==> src/rtl/collatz_responder.sv <==
// rtl/collatz_responder.sv - Collatz sequence iterator with step count, peak tracking and error reporting.
module collatz_responder #(
    parameter int STEP_BITS = 16
) (
    input  logic                 clk,
    input  logic                 reset,
    input  logic                 go,
    input  logic [31:0]          n,
    output logic [31:0]          dout,
    output logic                 done,
    output logic                 busy,
    output logic [STEP_BITS-1:0] steps,
    output logic [31:0]          peak,
    output logic                 err,
    output logic                 ovf
);

    typedef enum logic [1:0] {
        IDLE,
        RUN,
        DONE,
        ERR
    } state_t;

    state_t               state;
    state_t               state_nxt;
    logic [31:0]          dout_nxt;
    logic [31:0]          peak_nxt;
    logic [STEP_BITS-1:0] steps_nxt;
    logic                 ovf_nxt;

    logic [33:0]          triple;
    logic                 steps_max;

    // 3*dout+1 held at 34 bits so any carry past bit 31 flags overflow.
    assign triple    = {2'b00, dout} + {1'b0, dout, 1'b0} + 34'd1;
    assign steps_max = &steps;

    always_ff @(posedge clk) begin
        if (reset) begin
            state <= IDLE;
            dout  <= '0;
            peak  <= '0;
            steps <= '0;
            ovf   <= 1'b0;
        end else begin
            state <= state_nxt;
            dout  <= dout_nxt;
            peak  <= peak_nxt;
            steps <= steps_nxt;
            ovf   <= ovf_nxt;
        end
    end

    always_comb begin
        state_nxt = state;
        dout_nxt  = dout;
        peak_nxt  = peak;
        steps_nxt = steps;
        ovf_nxt   = ovf;

        if (go) begin
            // A new request always wins, even over a run in progress.
            dout_nxt  = n;
            peak_nxt  = n;
            steps_nxt = '0;
            ovf_nxt   = 1'b0;
            state_nxt = (n != 32'd0) ? RUN : ERR;
        end else begin
            case (state)
                RUN: begin
                    if (dout == 32'd1) begin
                        state_nxt = DONE;
                    end else if (steps_max) begin
                        state_nxt = ERR;
                        ovf_nxt   = 1'b0;
                    end else if (!dout[0]) begin
                        dout_nxt  = dout >> 1;
                        steps_nxt = steps + 1'b1;
                    end else if (triple[33:32] != 2'b00) begin
                        state_nxt = ERR;
                        ovf_nxt   = 1'b1;
                    end else begin
                        dout_nxt  = triple[31:0];
                        steps_nxt = steps + 1'b1;
                        if (triple[31:0] > peak) begin
                            peak_nxt = triple[31:0];
                        end
                    end
                end
                default: begin
                    state_nxt = state;
                end
            endcase
        end
    end

    assign done = (state == DONE);
    assign busy = (state == RUN);
    assign err  = (state == ERR);

endmodule

==> config.mk <==
export PLATFORM = sky130hd
export DESIGN_NAME = collatz_responder
export DESIGN_NICKNAME = d
export VERILOG_FILES = /design/src/rtl/collatz_responder.sv
export SDC_FILE = /design/constraint.sdc
export NUM_CORES = 1
export LEC_CHECK = 0
export ABC_AREA = 1
export BUFFER_PORTS_ARGS = -buffer_cell sky130_fd_sc_hd__buf_4
export CAP_MARGIN = 15
export CELL_PAD_IN_SITES_DETAIL_PLACEMENT = 0
export CELL_PAD_IN_SITES_GLOBAL_PLACEMENT = 2
export CORE_ASPECT_RATIO = 1.1
export CORE_MARGIN = 2
export CORE_UTILIZATION = 33
export DETAILED_ROUTE_END_ITERATION = 12
export HOLD_SLACK_MARGIN = 0.05
export MAX_ROUTING_LAYER = met4
export PLACE_DENSITY_LB_ADDON = 0.1
export SYNTH_ARGS = -nofsm -noshare
export SYNTH_HDL_FRONTEND = slang
export SYNTH_SLANG_ARGS = --single-unit
==> constraint.sdc <==
create_clock -name clk -period 5.3 [get_ports clk]
set_input_delay 0.53 -clock clk [delete_from_list [all_inputs] [get_ports clk]]
set_output_delay 0.53 -clock clk [all_outputs]
set_load 0.02 [all_outputs]
==> key figures <==
Status
  – Outcome: finished clean

Floorplanning
  – Floorplan Core Area: 24,400 sq um
  – Die footprint: 26,000 sq um
  – Die width: 154 um
  – Effective utilization at floorplan: 33.4%
  – Row cnt: 60
  – Number of top-level design ports: 119
  – Height of the chip: 169 um

Route
  – Mean routed wirelength per cell: 17.1 um
  – Antenna viol nets, final: 0
  – Aggregate routed wire length: 30,500 um
  – Pre-Repair DR Iteration Count: 5
  – Via count: 8,658
  – Via density: 4.86
  – Initial detailed-routing violation count: 546
  – Residual DRC count: 0

Synth
  – Leading area contributor after synthesis: dfxtp_1
  – Dominant register cell in the synthesized netlist: dfxtp_1
  – Most instantiated library cell after synthesis: nand2_1
  – Number of warnings reported in the yosys synthesis log: 0
  – Mapped Nets: 1,491
  – Count of flip-flops with a built-in enable after synthesis: 0
  – FF+latch count, synth: 83
  – Top cells by instance count after synthesis: nand2_1, inv_1, nor2_1
  – Largest cells by area after synthesis: dfxtp_1, nand2_1, ha_1
  – Sequential share of the synthesized area: 20.4%
  – Gate Count Post-Synth: 1,372
  – Netlist Area Pre-Place: 8150 sq um
  – Fraction of post-synthesis cell area in the top cell type by area: 20.4%
  – Post-synth cell types: 41
  – Share of synthesized registers carrying an async set or reset: 0%
  – Mean instance size in the synthesized netlist: 5.94 sq um

Place
  – Post-Place Cells: 1,764
  – Weighted congestion reported at the end of routability-driven placement: 0.872
  – Post-detail-place hpwl: 24,500 um
  – Number of buffers inserted by port buffering: 118

STA
  – Hold Fails Final Rpt: 0
  – Setup TNS after final layout: 0 ns
  – Achievable frequency: 230 MHz
  – Portion of the clock cycle consumed by the worst path in the final layout: 81.9%
  – Least-Margin Pin Slew: 0.775 ns
  – Final worst path period need: 4.34 ns
  – Hold_ws: 0.472 ns
  – Final setup viols: 0
  – Number of slew-limit violations in the final report: 0
  – Rel. slew slack: 48.3%
  – RSZ-0062 raised after global routing: false
  – Skew final: 0.00994 ns

Power and ir drop
  – Areal power density over the cells: 242 nW/um^2
  – Peak supply drop: 0.150 mV
  – Static Leakage: 4.88 nW

Critical path
  – R2r setup slk: 0.96 ns
  – Type of the worst setup path: reg2reg
  – Length in cells of the worst reg-to-reg path: 25
  – Startpoint class of the critical path: register
  – Crit-path max FO: 31
  – Worst setup EP type: register
  – Most common cell type on the critical path: nand2_1
  – Arrival time worst endpoint: 4.63 ns
  – Beginning of the worst register-to-register path: dout[0]
  – Slowest stage cell on the critical path: dfxtp_1
  – R2R Path End: peak[14]
  – Delay contributed by the slowest stage of the critical path: 0.64 ns
  – Data required time at the worst endpoint: 5.59 ns

CTS
  – Clock sink count: 83
  – Worst-Skew Late Latency: 0.35 ns
  – Number of gates resized after cts: 0
  – Clock Tree Buf Depth: 2
  – # Post-CTS Setup Buffers: 0
  – Cell at the root of the clock tree: clkbuf_16
  – Max H-tree Level: 3
  – Post-CTS Hold Fix Bufs: 0
  – Clk slew on worst S/H paths: 0.07 ns
  – TritonCTS clock tree: built
  – Number of buffers created by CTS: 9

Global route
  – Overall global routing resource usage: 24.4%
  – Wire length of the first global-routing pass: 47,700 um
  – Pin count of the biggest net entering global routing: 69
  – Leftover overflow at the end of global routing: 0
  – Initial antenna violation count: 0
  – Vias in the first global route: 8,301

Layout
  – Share of layout cells above drive strength 1: 11.0%
  – Final antenna diode count: 0
  – FILL cells: 2,733
  – Filler-free cell count of the finished design: 1,780
  – Syn-to-layout area delta: 17.5%
  – Layout net count: 1,585

Worst hold path
  – Worst hold path type: reg2reg
  – Hold path cells: 2
  – Sink of the worst hold path: ovf
  – Launch point of the worst hold path: ovf

Job
  – Max-capacitance violation count: 0
[worst max path at each step]
stage / from / to / slack [ns] / cells after the start
after floorplan: dout[2] / peak[10] / 1.83 / 26
after global placement: dout[7] / peak[6] / 0.98 / 27
after detailed placement: dout[6] / peak[2] / 0.99 / 27
after CTS: dout[6] / peak[16] / 0.95 / 27
after global routing: dout[1] / peak[7] / 0.52 / 26
final: dout[0] / peak[14] / 0.96 / 25
[cell families after synthesis]
logic type | Yosys count | share of synthesized area [%]
AOI/OAI and AO/OA | 167 | 11.7
xor gates and xnor gates | 28 | 3.01
adders and majority gates | 84 | 13.0
buffers and inverters | 235 | 11.5
DFF | 83 | 20.4
and+or+nand+nor | 775 | 40.4
[worst max-delay path: cells and delay by family, from the launching register on]
kind            cells  cell delay [ns]
simple gates       17             1.93
buf+inv             3             0.62
compound gates      3             0.36
flops               1             0.64
fa+ha+maj           2             0.71
[layer usage]
layer	up-vias	share of wire (%)	global-route usage [%]	wire, um
li1	4533	-	-	-
met2	171	44	37.6	13400
met3	20	3.4	1.59	1050
met5	-	0	-	0
met1	3934	51	35.0	15600
met4	0	1.3	5.61	385
[sequential cells by signal, indices dropped and copies added, names as in the netlist]
signal and cells:
peak 32, steps 16, state 2, ovf 1, dout 32
[layout make-up]
| type | count | area (sq um) | area share [%] |
|---|---|---|---|
| inverter | 193 | 726 | 7.58 |
| clock inverter | 5 | 78.8 | 0.823 |
| multi-input combinational | 1054 | 5550 | 58.0 |
| timing repair buffer | 125 | 942 | 9.84 |
| tap | 310 | 388 | 4.05 |
| sequential | 83 | 1660 | 17.3 |
| clock buffer | 10 | 229 | 2.39 |
[where the power goes]
| part | switching [mW] | leakage, nW | total [mW] | internal [mW] |
|---|---|---|---|---|
| Sequential | 0.0600 | 0.683 | 0.728 | 0.668 |
| Clock | 0.284 | 0.152 | 0.694 | 0.410 |
| Combinational | 0.575 | 4.04 | 0.894 | 0.318 |
| Total | 0.919 | 4.88 | 2.32 | 1.40 |
[placed cells by master (no fill, tap or decap), types with 5 or more instances in the layout]
master,count
dfxtp_1,83
and2_1,9
nand2_2,5
nor4_1,11
a21boi_0,27
nand4_1,27
xnor2_1,6
inv_1,183
nand3b_1,19
nor3_1,20
nand3_1,70
buf_4,124
o21bai_1,6
a21oi_1,78
nor2_1,180
inv_2,6
o21ai_0,44
nand2_1,420
xor2_1,22
ha_1,83
clkbuf_16,9
[metrics by stage]
stage | setup WS (ns) | utilization, % | area (sq um) | total power [mW]
floorplan | 1.83 | - | 8150 | 1.32
global placement | 0.981 | 38.0 | 9260 | 1.63
detailed placement | 0.987 | 38.0 | 9260 | 1.63
CTS | 0.946 | 39.2 | 9570 | 2.33
global route | 0.520 | 39.3 | 9580 | 2.47
finish | 0.959 | 39.3 | 9580 | 2.32
Note: power is estimated with default switching activity, not from simulation.
